[src/rtl/input_unit_xy_if.sv]
// Link bundle for one router input port: the req/ack flit link from the
// upstream router and the switch request / flit stream toward the crossbar.
// The slave modport is the input unit's view; master is the environment's.
interface input_unit_xy_if #(
  parameter int FLIT_W       = 34,
  parameter int NUM_OF_PORTS = 5
);
  logic                    i_upstream_req;
  logic [FLIT_W-1:0]       i_flit;
  logic                    o_upstream_ack;
  logic [NUM_OF_PORTS-1:0] o_switch_req;
  logic [NUM_OF_PORTS-1:0] i_switch_ack;
  logic                    o_flit_valid;
  logic [FLIT_W-1:0]       o_flit;
  logic                    o_empty;
  logic                    o_full;

  modport slave (
    input  i_upstream_req, i_flit, i_switch_ack,
    output o_upstream_ack, o_switch_req, o_flit_valid, o_flit, o_empty, o_full
  );

  modport master (
    output i_upstream_req, i_flit, i_switch_ack,
    input  o_upstream_ack, o_switch_req, o_flit_valid, o_flit, o_empty, o_full
  );
endinterface

[src/rtl/input_unit_xy.sv]
// Router input unit: captures flits from the upstream link into a small
// circular FIFO, XY-routes each packet head, requests one output port and
// streams the packet to the crossbar while granted.
// Optional statistics counters (flits forwarded, orphans dropped) are
// compiled in when IU_STATS_EN is defined.
//
// state      | meaning
// -----------+-----------------------------------------------------------
// IDLE       | waiting for a HEAD/HEAD_TAIL at the FIFO head; orphans dropped
// ROUTE      | one cycle: compute and register the XY output port
// WAIT_GRANT | one-hot switch request held until the matching grant bit
// ACTIVE     | streaming FIFO head to crossbar until the tail is popped
module input_unit_xy #(
  parameter int FLIT_W       = 34,
  parameter int COORD_W      = 4,
  parameter int DEPTH        = 4,
  parameter int NUM_OF_PORTS = 5,
  parameter int MY_X         = 0,
  parameter int MY_Y         = 0
) (
  input  logic            clk,
  input  logic            reset_n,
  input_unit_xy_if.slave  bus
`ifdef IU_STATS_EN
  ,
  output logic [31:0]     o_flit_cnt,
  output logic [15:0]     o_drop_cnt
`endif
);

  localparam int AW = $clog2(DEPTH);

  localparam int PORT_LOCAL = 0;
  localparam int PORT_NORTH = 1;
  localparam int PORT_EAST  = 2;
  localparam int PORT_SOUTH = 3;
  localparam int PORT_WEST  = 4;

  localparam logic [COORD_W-1:0] MY_X_C = COORD_W'(MY_X);
  localparam logic [COORD_W-1:0] MY_Y_C = COORD_W'(MY_Y);
  localparam logic [AW:0]        FULL_C = (AW+1)'(DEPTH);

  typedef enum logic [1:0] {
    IDLE,
    ROUTE,
    WAIT_GRANT,
    ACTIVE
  } state_e;

  // FIFO storage and pointers
  logic [FLIT_W-1:0] mem_q [DEPTH];
  logic [AW-1:0]     wr_ptr_q, wr_ptr_d;
  logic [AW-1:0]     rd_ptr_q, rd_ptr_d;
  logic [AW:0]       count_q, count_d;
  logic              ack_q;

  // control
  state_e                  state_q;
  logic [NUM_OF_PORTS-1:0] switch_req_q;

  // head-of-FIFO decode
  logic [FLIT_W-1:0]  head_flit;
  logic [1:0]         head_type;
  logic [COORD_W-1:0] head_dx;
  logic [COORD_W-1:0] head_dy;
  logic               head_starts_pkt;
  logic               head_ends_pkt;

  logic fifo_empty;
  logic fifo_full;
  logic push;
  logic pop;
  logic pop_active;
  logic pop_orphan;

  // XY dimension-order routing: resolve X first, then Y, else local.
  function automatic logic [NUM_OF_PORTS-1:0] xy_route(
    input logic [COORD_W-1:0] dx,
    input logic [COORD_W-1:0] dy
  );
    logic [NUM_OF_PORTS-1:0] req;
    req = '0;
    if (dx > MY_X_C)      req[PORT_EAST]  = 1'b1;
    else if (dx < MY_X_C) req[PORT_WEST]  = 1'b1;
    else if (dy > MY_Y_C) req[PORT_NORTH] = 1'b1;
    else if (dy < MY_Y_C) req[PORT_SOUTH] = 1'b1;
    else                  req[PORT_LOCAL] = 1'b1;
    return req;
  endfunction

  assign head_flit = mem_q[rd_ptr_q];
  assign head_type = head_flit[FLIT_W-1 -: 2];
  assign head_dx   = head_flit[FLIT_W-3 -: COORD_W];
  assign head_dy   = head_flit[FLIT_W-3-COORD_W -: COORD_W];

  // type[1] set means HEAD or HEAD_TAIL; type[0] set means TAIL or HEAD_TAIL
  assign head_starts_pkt = head_type[1];
  assign head_ends_pkt   = head_type[0];

  assign fifo_empty = (count_q == '0);
  assign fifo_full  = (count_q == FULL_C);

  // ack_q blocks a second capture of the flit the upstream is still holding
  assign push       = bus.i_upstream_req & ~fifo_full & ~ack_q;
  assign pop_active = (state_q == ACTIVE) & ~fifo_empty;
  assign pop_orphan = (state_q == IDLE) & ~fifo_empty & ~head_starts_pkt;
  assign pop        = pop_active | pop_orphan;

  // Next-state of the FIFO bookkeeping; pointers wrap naturally at DEPTH
  always_comb begin
    wr_ptr_d = push ? wr_ptr_q + 1'b1 : wr_ptr_q;
    rd_ptr_d = pop  ? rd_ptr_q + 1'b1 : rd_ptr_q;
    count_d  = count_q;
    case ({push, pop})
      2'b10:   count_d = count_q + 1'b1;
      2'b01:   count_d = count_q - 1'b1;
      default: count_d = count_q;
    endcase
  end

  // FIFO pointers, occupancy and the one-cycle upstream ack pulse
  always_ff @(posedge clk or negedge reset_n) begin
    if (!reset_n) begin
      wr_ptr_q <= '0;
      rd_ptr_q <= '0;
      count_q  <= '0;
      ack_q    <= 1'b0;
    end else begin
      wr_ptr_q <= wr_ptr_d;
      rd_ptr_q <= rd_ptr_d;
      count_q  <= count_d;
      ack_q    <= push;
    end
  end

  // Flit storage; contents need no reset since occupancy gates all reads
  always_ff @(posedge clk) begin
    if (push) begin
      mem_q[wr_ptr_q] <= bus.i_flit;
    end
  end

  // Packet sequencing: route, request, stream, release on tail
  always_ff @(posedge clk or negedge reset_n) begin
    if (!reset_n) begin
      state_q      <= IDLE;
      switch_req_q <= '0;
    end else begin
      case (state_q)
        IDLE: begin
          if (!fifo_empty && head_starts_pkt) begin
            state_q <= ROUTE;
          end
        end
        ROUTE: begin
          switch_req_q <= xy_route(head_dx, head_dy);
          state_q      <= WAIT_GRANT;
        end
        WAIT_GRANT: begin
          if (|(bus.i_switch_ack & switch_req_q)) begin
            state_q <= ACTIVE;
          end
        end
        ACTIVE: begin
          if (pop_active && head_ends_pkt) begin
            state_q      <= IDLE;
            switch_req_q <= '0;
          end
        end
        default: begin
          state_q      <= IDLE;
          switch_req_q <= '0;
        end
      endcase
    end
  end

  assign bus.o_upstream_ack = ack_q;
  assign bus.o_switch_req   = switch_req_q;
  assign bus.o_flit_valid   = pop_active;
  assign bus.o_flit         = pop_active ? head_flit : '0;
  assign bus.o_empty        = fifo_empty;
  assign bus.o_full         = fifo_full;

`ifdef IU_STATS_EN
  logic [31:0] flit_cnt_q;
  logic [15:0] drop_cnt_q;

  // Forwarded-flit counter wraps; orphan-drop counter saturates
  always_ff @(posedge clk or negedge reset_n) begin
    if (!reset_n) begin
      flit_cnt_q <= '0;
      drop_cnt_q <= '0;
    end else begin
      if (pop_active) begin
        flit_cnt_q <= flit_cnt_q + 32'd1;
      end
      if (pop_orphan && (drop_cnt_q != 16'hFFFF)) begin
        drop_cnt_q <= drop_cnt_q + 16'd1;
      end
    end
  end

  assign o_flit_cnt = flit_cnt_q;
  assign o_drop_cnt = drop_cnt_q;
`endif

endmodule

[src/flat_wrapper.sv]
// flat-port wrapper written by rule: the top's interface ports become plain ports
module input_unit_xy_flat 
#(
  parameter int FLIT_W       = 34,
  parameter int COORD_W      = 4,
  parameter int DEPTH        = 4,
  parameter int NUM_OF_PORTS = 5,
  parameter int MY_X         = 0,
  parameter int MY_Y         = 0
)
  (clk, reset_n, bus_i_upstream_req, bus_i_flit, bus_i_switch_ack, bus_o_upstream_ack, bus_o_switch_req, bus_o_flit_valid, bus_o_flit, bus_o_empty, bus_o_full);
  input_unit_xy_if #(.FLIT_W(FLIT_W), .NUM_OF_PORTS(NUM_OF_PORTS)) bus_i ();
  input  logic clk;
  input  logic reset_n;
  input wire logic [$bits(bus_i.i_upstream_req)-1:0] bus_i_upstream_req;
  input wire logic [$bits(bus_i.i_flit)-1:0] bus_i_flit;
  input wire logic [$bits(bus_i.i_switch_ack)-1:0] bus_i_switch_ack;
  output wire logic [$bits(bus_i.o_upstream_ack)-1:0] bus_o_upstream_ack;
  output wire logic [$bits(bus_i.o_switch_req)-1:0] bus_o_switch_req;
  output wire logic [$bits(bus_i.o_flit_valid)-1:0] bus_o_flit_valid;
  output wire logic [$bits(bus_i.o_flit)-1:0] bus_o_flit;
  output wire logic [$bits(bus_i.o_empty)-1:0] bus_o_empty;
  output wire logic [$bits(bus_i.o_full)-1:0] bus_o_full;
  assign bus_i.i_upstream_req = bus_i_upstream_req;
  assign bus_i.i_flit = bus_i_flit;
  assign bus_i.i_switch_ack = bus_i_switch_ack;
  assign bus_o_upstream_ack = bus_i.o_upstream_ack;
  assign bus_o_switch_req = bus_i.o_switch_req;
  assign bus_o_flit_valid = bus_i.o_flit_valid;
  assign bus_o_flit = bus_i.o_flit;
  assign bus_o_empty = bus_i.o_empty;
  assign bus_o_full = bus_i.o_full;
  input_unit_xy #(.FLIT_W(FLIT_W), .COORD_W(COORD_W), .DEPTH(DEPTH), .NUM_OF_PORTS(NUM_OF_PORTS), .MY_X(MY_X), .MY_Y(MY_Y)) u_core (.clk(clk), .reset_n(reset_n), .bus(bus_i));
endmodule
[config.mk]
export PLATFORM = sky130hd
export DESIGN_NAME = input_unit_xy_flat
export DESIGN_NICKNAME = d
export VERILOG_FILES = /design/src/rtl/input_unit_xy_if.sv /design/src/rtl/input_unit_xy.sv /design/src/flat_wrapper.sv
export SDC_FILE = /design/constraint.sdc
export NUM_CORES = 1
export LEC_CHECK = 0
export CAP_MARGIN = 10
export CORE_ASPECT_RATIO = 1.4
export CORE_MARGIN = 4
export CORE_UTILIZATION = 29
export DETAILED_ROUTE_END_ITERATION = 6
export SLEW_MARGIN = 30
export SYNTH_ARGS = -nofsm -noshare
export SYNTH_HDL_FRONTEND = slang
export SYNTH_SLANG_ARGS = --single-unit
[constraint.sdc]
create_clock -name clk -period 8.5 [get_ports clk]
set_clock_uncertainty 0.15 [all_clocks]
set_input_delay 2.55 -clock clk [delete_from_list [all_inputs] [get_ports clk]]
set_output_delay 2.55 -clock clk [all_outputs]
set_load 0.05 [all_outputs]
* Word level (Yosys, flattened, before mapping)
Memories as Yosys holds them, arrays and structs flattened.
Index checks and enable logic that the tools add are counted.
W data, S select, Z words.
** Storage, ports and cells
- Register bits after elaboration :: 15
- Bits in latches :: 0
- Bits in writable memories :: 136
- Bits in read-only memories :: 0
- Logic and storage cells :: 66
- Memories :: 1
** Cells by class
- $add $sub $neg :: 4
- $mul :: 0
- Div/mod/pow operators :: 0
- Magnitude comparators :: 4
- Equality and inequality tests :: 9
- Shift-type cells :: 0
- Muxes and demuxes :: 21
- Bitwise operators :: 11
- Reduce and logical (&&, ||, !) cells :: 10
** Memory list
- u_core.mem_q :: depth 4, bits a word 34, read ports 1, clocked after Yosys merged registers in 0, write ports 1, RTL line input_unit_xy.sv:51 : logic [FLIT_W-1:0] mem_q [DEPTH];
** Operator list (count)
- $mux W34 :: 1
- $mux W2 :: 6
- $mux W1 :: 10
- $pmux W5 S2 :: 1
- $gt A4 B1 Y1 const B :: 2
- $lt A4 B1 Y1 const B :: 2
- $pmux W2 S4 :: 1
- $eq A2 B2 Y1 const B :: 3
- $pmux W3 S2 :: 1
- $and A1 B1 Y1 :: 5
- $and A5 B5 Y5 :: 1
- $mux W5 :: 1
- $reduce_or A5 Y1 :: 1
- $add A2 B1 Y2 const B :: 2
- $eq A2 B1 Y1 const B :: 2
- $ne A2 B2 Y1 const B :: 2
- $not A1 Y1 :: 4
- $reduce_bool A2 Y1 :: 2
- $add A3 B1 Y3 const B :: 1
- $eq A3 B3 Y1 const B :: 1
- $logic_not A3 Y1 :: 1
- $reduce_and A3 Y1 :: 1
- $sub A3 B1 Y3 const B :: 1
- $logic_and A1 B1 Y1 :: 2
- other kinds (5) :: 5

* Longest topological paths before layout
Gate-level depths: netlist of the first run.
- Depth after elaboration :: 7
- Depth in mapped cells :: 11
- Mapped depth without buffers :: 11

* Worst setup path after synthesis of the first run
No wires, ideal clock.
- Path type :: reg-to-output
- Start point :: register u_core.state_q[1]
- End point :: output port bus_o_flit[23]
- Arrival time :: 1.886 ns
- Data required time :: 5.800 ns
- Slack :: 3.914 ns
- Cell stages (with the launch flop) :: 5
- Path through :: dfrtp_1 -> ha_1 -> o31a_1 -> clkbuf_1 -> and2_1
** Between the ends
- Word-level cells in the longest chain between the ends :: 3
** Ends and longest elaborated chain
- start, declared :: RTL line input_unit_xy.sv:58 : state_e state_q;
- start signal, assigned :: RTL line input_unit_xy.sv:146 : state_q <= IDLE;
- start signal, assigned :: RTL line input_unit_xy.sv:152 : state_q <= ROUTE;
- start signal, assigned :: RTL line input_unit_xy.sv:157 : state_q <= WAIT_GRANT;
- $eq A2 B2 Y1 :: RTL line input_unit_xy.sv:105 : assign pop_active = (state_q == ACTIVE) & ~fifo_empty;
- $and A1 B1 Y1 :: RTL line input_unit_xy.sv:105
- net bus_o_flit_valid :: RTL line flat_wrapper.sv:20 : output wire logic [$bits(bus_i.o_flit_valid)-1:0] bus_o_flit_valid;
- $mux W34 :: RTL line input_unit_xy.sv:181 : assign bus.o_flit = pop_active ? head_flit : '0;
- end, declared :: RTL line flat_wrapper.sv:21 : output wire logic [$bits(bus_i.o_flit)-1:0] bus_o_flit;
The timed path passes the listed nets, and every way through them passes these cells.

* Worst setup path in the final report of the first run
- Start point :: register u_core.state_q[1]
- End point :: output port bus_o_flit[32]
** Between the ends
- Word-level cells in the longest chain between the ends :: 3
** Ends and longest elaborated chain (RTL line)
- $eq A2 B2 Y1 :: input_unit_xy.sv:105
- $and A1 B1 Y1 :: input_unit_xy.sv:105
- $mux W34 :: input_unit_xy.sv:181
Every way passes these cells.

==> impl_metrics.env, run 1 <==
export IMPL_combPwrFrac_pct=37.1
export IMPL_placement_io_buffers=80
export IMPL_first_iter_violations=95
export IMPL_max_freq_mhz=175
export IMPL_maxCapViolations=0
export IMPL_max_slew_margin_pct=50.8
export IMPL_grt_max_degree=37
export IMPL_grt_ovfl_total=0
export IMPL_period_needed_ns=5.72
export IMPL_path_delay_family="buffers and inverters"
export IMPL_p_leak_uw=0.00259
export IMPL_setup_tns_ns=0
export IMPL_antenna_found_initial=1
export IMPL_path_clk_slew_ns=0.06
export IMPL_hpwl_um=6950
export IMPL_cp_required_ns=5.80
export IMPL_yosysUniqueCellTypes=36
export IMPL_cts_resized=0
export IMPL_die_area_mm2=0.0230
export IMPL_clkPwrFrac_pct=25.7
export IMPL_path_class="reg2out"
export IMPL_grt_pass1_wl_um=18100
export IMPL_run_status="finished clean"
export IMPL_place_congestion=0.709
export IMPL_worstPathArrival_ns=3.02
export IMPL_drive_above_1_share_pct=17.3
export IMPL_p_seq_share_pct=37.1
export IMPL_via_per_inst=4.48
export IMPL_core_area_mm2=0.0201
export IMPL_finalNetCount=433
export IMPL_numCtsBuffers=17
export IMPL_cts_buffer_depth=2
export IMPL_avgSynthCellArea_um2=20.5
export IMPL_io_pins=85
export IMPL_crit_slowest_cell="clkdlybuf4s50_1"
export IMPL_crit_buf_inv=3
export IMPL_cts_tree="done"
export IMPL_ys_flop_type="edfxtp_1"
export IMPL_syn_instance_count=291
export IMPL_p_int_uw=1800
export IMPL_yosys_warnings=0
export IMPL_setup_worst_path_end_class="output port"
export IMPL_yosysSeqAreaShare_pct=73.8
export IMPL_cp_slowest_stage_delay_ns=0.80
export IMPL_clock_sinks=149
export IMPL_synth_edf_count=136
export IMPL_min_path_type="reg2reg"
export IMPL_tightest_slew_ns=0.738
export IMPL_dr_total_vias=2885
export IMPL_power_density_mw_per_mm2=364
export IMPL_die_w_um=129
export IMPL_drv_slew=0
export IMPL_total_power_uw=2770
export IMPL_drt_wl_total_um=11600
export IMPL_synth_area_mm2=0.00598
export IMPL_fin_crit_sh_pct=67.3
export IMPL_drtPass1Iterations=4
export IMPL_num_rows=61
export IMPL_p_sw_share_pct=35.1
export IMPL_fillCellCount=1854
export IMPL_synth_seq_cells=149
export IMPL_wl_per_cell_um=18.0
export IMPL_rsz0062_at_grt="false"
export IMPL_postRouteAntennaNets=0
export IMPL_cts_root_buffer="clkbuf_16"
export IMPL_ir_drop_uv=177
export IMPL_first_global_vias=3232
export IMPL_grt_use_total_pct=10.8
export IMPL_power_switching_uw=972
export IMPL_cp_max_fo=21
export IMPL_cts_htree_levels=4
export IMPL_die_y_um=178
export IMPL_synthArstFlopShare_pct=8.72
export IMPL_crit_path_start_kind="register"
export IMPL_ctsHoldBuffers=0
export IMPL_timing_final_hold_violations=0
export IMPL_cts_setup_buffers=0
export IMPL_clkLatencyLatePin_ns=0.41
export IMPL_setup_viol=0
export IMPL_start_util_pct=29.8
export IMPL_crit_chain="ha_1, o31a_1, buf_4, nand2_1, inv_1, clkdlybuf4s50_1"
export IMPL_antenna_cells=0
export IMPL_area_growth_pct=27.3
export IMPL_drc=0
==> metrics by stage <==
stage / area, µm² / utilization (%) / hold WS, ns / worst slack (ns) / instances
global route: 7610 / 37.9 / 0.399 / 2.55 / 644
detailed placement: 7040 / 35.1 / 0.359 / 3.10 / 613
global placement: 7040 / 35.1 / 0.338 / 3.15 / 613
finish: 7610 / 37.9 / 0.365 / 2.78 / 644
floorplan: 5980 / - / 0.320 / 3.91 / 292
CTS: 7610 / 37.9 / 0.369 / 2.65 / 644
==> power groups by stage <==
stage                     Combinational (µW)  Sequential (µW)  Clock [µW]
after floorplan                          755             1010           0
after global placement                  1030             1040           0
after detailed placement                1060             1050           0
after CTS                               1060             1030         736
after global routing                    1110             1040         764
final                                   1030             1030         714
==> layout by cell type (no fill, tap or decap), drive strengths merged, types with 3 or more instances in the layout <==
| cell type | instances |
|---|---|
| nand2 | 3 |
| ha | 10 |
| dfrtp | 13 |
| clkinv | 5 |
| xor2 | 3 |
| clkbuf | 19 |
| nor2 | 3 |
| xnor2 | 3 |
| mux4 | 34 |
| clkinvlp | 3 |
| clkdlybuf4s50 | 80 |
| inv | 13 |
| and2 | 39 |
| edfxtp | 136 |
==> worst reg2reg max path, cell delays in order, from the launching register on <==
cell and delay (ns):
dfrtp_2 0.34, buf_4 0.59, mux4_2 0.64, o21bai_1 0.18, and2_1 0.20, ha_1 0.20
inv_1 0.07, fa_1 0.43, xor2_1 0.16, nor2_1 0.11, xor2_1 0.18
==> area by class of cell <==
cell class / count / area, µm² / area share (%)
clock buffers: 19 / 433 / 5.69
clock inverters: 12 / 131 / 1.73
inverters: 11 / 41.3 / 0.543
multi-input cells: 119 / 1460 / 19.2
flip-flops and latches: 149 / 4410 / 58.0
well taps: 252 / 315 / 4.14
repair buffers: 82 / 816 / 10.7
==> layer usage <==
| metal | vias up | global-route usage (%) | routed length [µm] |
|---|---|---|---|
| li1 | 1326 | - | - |
| met1 | 1483 | 12.4 | 4810 |
| met2 | 58 | 18.7 | 6100 |
| met3 | 16 | 2.83 | 459 |
| met4 | 2 | 4.73 | 226 |
| met5 | - | 0 | 13 |
==> final timing paths <==
| check | start | to | slack, ns | cells past startpoint |
|---|---|---|---|---|
| max in group asynchronous | reset_n | u_core.rd_ptr_q[1]$_DFFE_PN0N_ | 5.39 | 1 |
| setup reg to reg | u_core.rd_ptr_q[0]$_DFFE_PN0N_ | u_core.count_q[2]$_DFFE_PN0P_ | 5.18 | 10 |
| setup / recovery | u_core.state_q[1]$_DFFE_PN0P_ | bus_o_flit[32] | 2.78 | 6 |
| min in group asynchronous | reset_n | u_core.bus.o_switch_req[1]$_DFFE_PN0P_ | 2.37 | 1 |
| hold reg to reg | u_core.bus.o_switch_req[0]$_DFFE_PN0P_ | u_core.bus.o_switch_req[0]$_DFFE_PN0P_ | 0.37 | 1 |
| hold / removal | u_core.bus.o_switch_req[0]$_DFFE_PN0P_ | u_core.bus.o_switch_req[0]$_DFFE_PN0P_ | 0.37 | 1 |
==> synthesized netlist by cell type, drive strengths merged, types with 2 or more instances <==
master / number / share of area [%]
ha: 10 / 2.1
a21oi: 2 / 0.17
mux2: 2 / 0.38
xor2: 3 / 0.44
mux4: 34 / 13
dfrtp: 13 / 5.4
edfxtp: 136 / 68
or4: 2 / 0.38
and3: 2 / 0.21
nand2: 3 / 0.19
nor2: 3 / 0.23
xnor2: 3 / 0.44
and2: 39 / 4.1
inv: 11 / 0.69
mux2i: 2 / 0.34
clkbuf: 4 / 0.25
buf: 9 / 1.1
==> sequential cells by signal, summed over array words and instances, names as in the netlist <==
register                   flops
u_core.mem_q                 136
u_core.bus.o_switch_req        3
u_core.count_q                 3
u_core.rd_ptr_q                2
u_core.state_q                 2
u_core.wr_ptr_q                2
u_core.bus.o_upstream_ack      1
==> kinds of logic after synthesis <==
kind of cell,synth area share [%]
xor gates and xnor gates,0.880
DFF,73.8
muxes,14.1
other,0.0628
adders and majority gates,2.43
AOI/OAI and AO/OA,0.963
and+or+nand+nor,5.76
buffers and inverters,2.03
Power figures use the tool's default switching activity.
==> inputs of run 2 (changes only) <==
- clock period: 8.5 -> 4.8 ns (I/O delays scaled with it)
==> run 2 against run 1 <==
Wire length rose by 3.3%. Register-to-register slack got worse by 3.6 ns. Combinational power rose by 81%. Clock power rose by 110%. Critical path type unchanged. Critical endpoint is now bus_o_flit[5]. Largest power group is now combinational logic. Highest routed layer is now met4.
==> impl_metrics.env, run 2 (synthesized netlist as in run 1, its figures left out) <==
export IMPL_run_status="finished clean"
export IMPL_clock_sinks=149
export IMPL_crit_chain="buf_4, mux4_1, and2_1, clkdlybuf4s50_1"
export IMPL_cp_slowest_stage_delay_ns=0.70
export IMPL_max_slew_margin_pct=58.5
export IMPL_regMostFlops="u_core.mem_q"
export IMPL_crit_buf_inv=2
export IMPL_cts_resized=0
export IMPL_maxCapViolations=0
export IMPL_crit_slowest_cell="clkdlybuf4s50_1"
export IMPL_area_growth_pct=30.0
export IMPL_tightest_slew_ns=0.620
export IMPL_grt_use_total_pct=11.1
export IMPL_finalNetCount=442
export IMPL_wl_per_cell_um=18.3
export IMPL_cts_tree="done"
export IMPL_dp_cells=622
export IMPL_drtPass1Iterations=4
export IMPL_path_clk_slew_ns=0.06
export IMPL_placement_io_buffers=80
export IMPL_postRouteAntennaNets=0
export IMPL_path_delay_family="buffers and inverters"
export IMPL_worstPathArrival_ns=2.87
export IMPL_min_path_type="reg2reg"
export IMPL_drive_above_1_share_pct=20.9
export IMPL_antenna_cells=0
export IMPL_drt_wl_total_um=12000
export IMPL_grt_max_degree=23
export IMPL_path_class="reg2out"
export IMPL_die_y_um=178
export IMPL_cts_htree_levels=4
export IMPL_first_iter_violations=107
export IMPL_final_cell_count_no_fill=654
export IMPL_hold_ws_ns=0.365
export IMPL_place_congestion=0.655
export IMPL_setup_tns_ns=0
export IMPL_via_per_inst=4.48
export IMPL_dr_total_vias=2927
export IMPL_placed_area_mm2=0.00710
export IMPL_antenna_found_initial=0
export IMPL_cts_setup_buffers=0
export IMPL_max_freq_mhz=224
export IMPL_num_rows=61
export IMPL_cp_required_ns=3.21
export IMPL_cp_max_fo=12
export IMPL_timing_final_hold_violations=0
export IMPL_grt_pass1_wl_um=18500
export IMPL_clkLatencyLatePin_ns=0.41
export IMPL_first_global_vias=3301
export IMPL_fin_crit_sh_pct=92.9
export IMPL_crit_path_start_kind="register"
export IMPL_period_needed_ns=4.46
export IMPL_drc=0
export IMPL_power_density_mw_per_mm2=666
export IMPL_core_area_mm2=0.0201
export IMPL_grt_ovfl_total=0
export IMPL_ctsHoldBuffers=0
export IMPL_largest_register_ffs=136
export IMPL_rsz0062_at_grt="false"
export IMPL_setup_viol=0
export IMPL_hpwl_um=7800
export IMPL_layout_common_cells="edfxtp_1 (136), clkdlybuf4s50_1 (76), and2_1 (35)"
export IMPL_mostFrequentLayoutCell="edfxtp_1"
export IMPL_ir_drop_uv=350
export IMPL_final_area_mm2=0.00777
export IMPL_cts_root_buffer="clkbuf_16"
export IMPL_p_leak_uw=0.00270
export IMPL_die_w_um=129
export IMPL_io_pins=85
export IMPL_setup_worst_path_end_class="output port"
export IMPL_cts_buffer_depth=2
export IMPL_drv_slew=0
export IMPL_start_util_pct=29.8
export IMPL_numCtsBuffers=17
export IMPL_die_area_mm2=0.0230
## run 2: cell types whose count changed in the layout (fill, tap and decap cells not counted), moves of 4 or more
cell | before | now
bufinv_16 | 2 | 6
clkdlybuf4s50_1 | 80 | 76
and2_4 | 4 | 0
buf_4 | 2 | 15
and2_2 | 0 | 4
## run 2: layout make-up
| class | instances | area, µm² |
|---|---|---|
| clock buffer | 18 | 429 |
| clock inverter | 14 | 246 |
| fill | 1831 | 12300 |
| inverter | 11 | 41.3 |
| multi-input combinational | 119 | 1450 |
| sequential | 149 | 4410 |
| tap | 252 | 315 |
| timing repair buffer | 91 | 873 |
## run 2: worst reg2reg max path, cell delays in order (launching register included)
cell	delay (ns)
dfrtp_2	0.62
buf_4	0.36
mux4_2	0.59
o21bai_1	0.18
and2_1	0.20
ha_1	0.19
inv_1	0.07
fa_1	0.43
xor2_1	0.15
nor2_1	0.11
xor2_1	0.14
## run 2: stage by stage
| step | setup slack, ns | util, % | total power (µW) |
|---|---|---|---|
| 2_1_floorplan | 1.32 | - | 3130 |
| 3_3_place_gp | 0.710 | 35.3 | 3710 |
| 3_5_place_dp | 0.702 | 35.3 | 3750 |
| 4_1_cts | 0.235 | 38.7 | 5260 |
| 5_1_grt | 0.169 | 38.7 | 5440 |
| 6_report | 0.339 | 38.7 | 5180 |
## run 2: layer usage
layer | wire length, µm | share of wire (%) | vias up | global-route usage (%)
li1 | - | - | 1341 | -
met1 | 4750 | 40 | 1512 | 12.3
met2 | 6570 | 55 | 61 | 19.8
met3 | 472 | 3.9 | 13 | 3.22
met4 | 198 | 1.7 | 0 | 4.47
met5 | 0 | 0 | - | 0
## run 2: path summary, 6_finish.rpt
kind	cells after the start	slack (ns)	end	start
max in group asynchronous	1	2.80	u_core.rd_ptr_q[0]$_DFFE_PN0N_	reset_n
hold / removal	1	0.36	u_core.count_q[2]$_DFFE_PN0P_	u_core.count_q[2]$_DFFE_PN0P_
min in group asynchronous	1	1.26	u_core.bus.o_switch_req[0]$_DFFE_PN0P_	reset_n
setup / recovery	4	0.34	bus_o_flit[5]	u_core.rd_ptr_q[0]$_DFFE_PN0N_
hold reg to reg	1	0.36	u_core.count_q[2]$_DFFE_PN0P_	u_core.count_q[2]$_DFFE_PN0P_
setup reg to reg	10	1.54	u_core.count_q[2]$_DFFE_PN0P_	u_core.rd_ptr_q[0]$_DFFE_PN0N_
## run 2: power by group
group	switching, µW	total [µW]	internal, µW	leakage (µW)
registers	137	1820	1680	0.00139
clock network	515	1500	983	0.000323
logic	1090	1860	767	0.000979
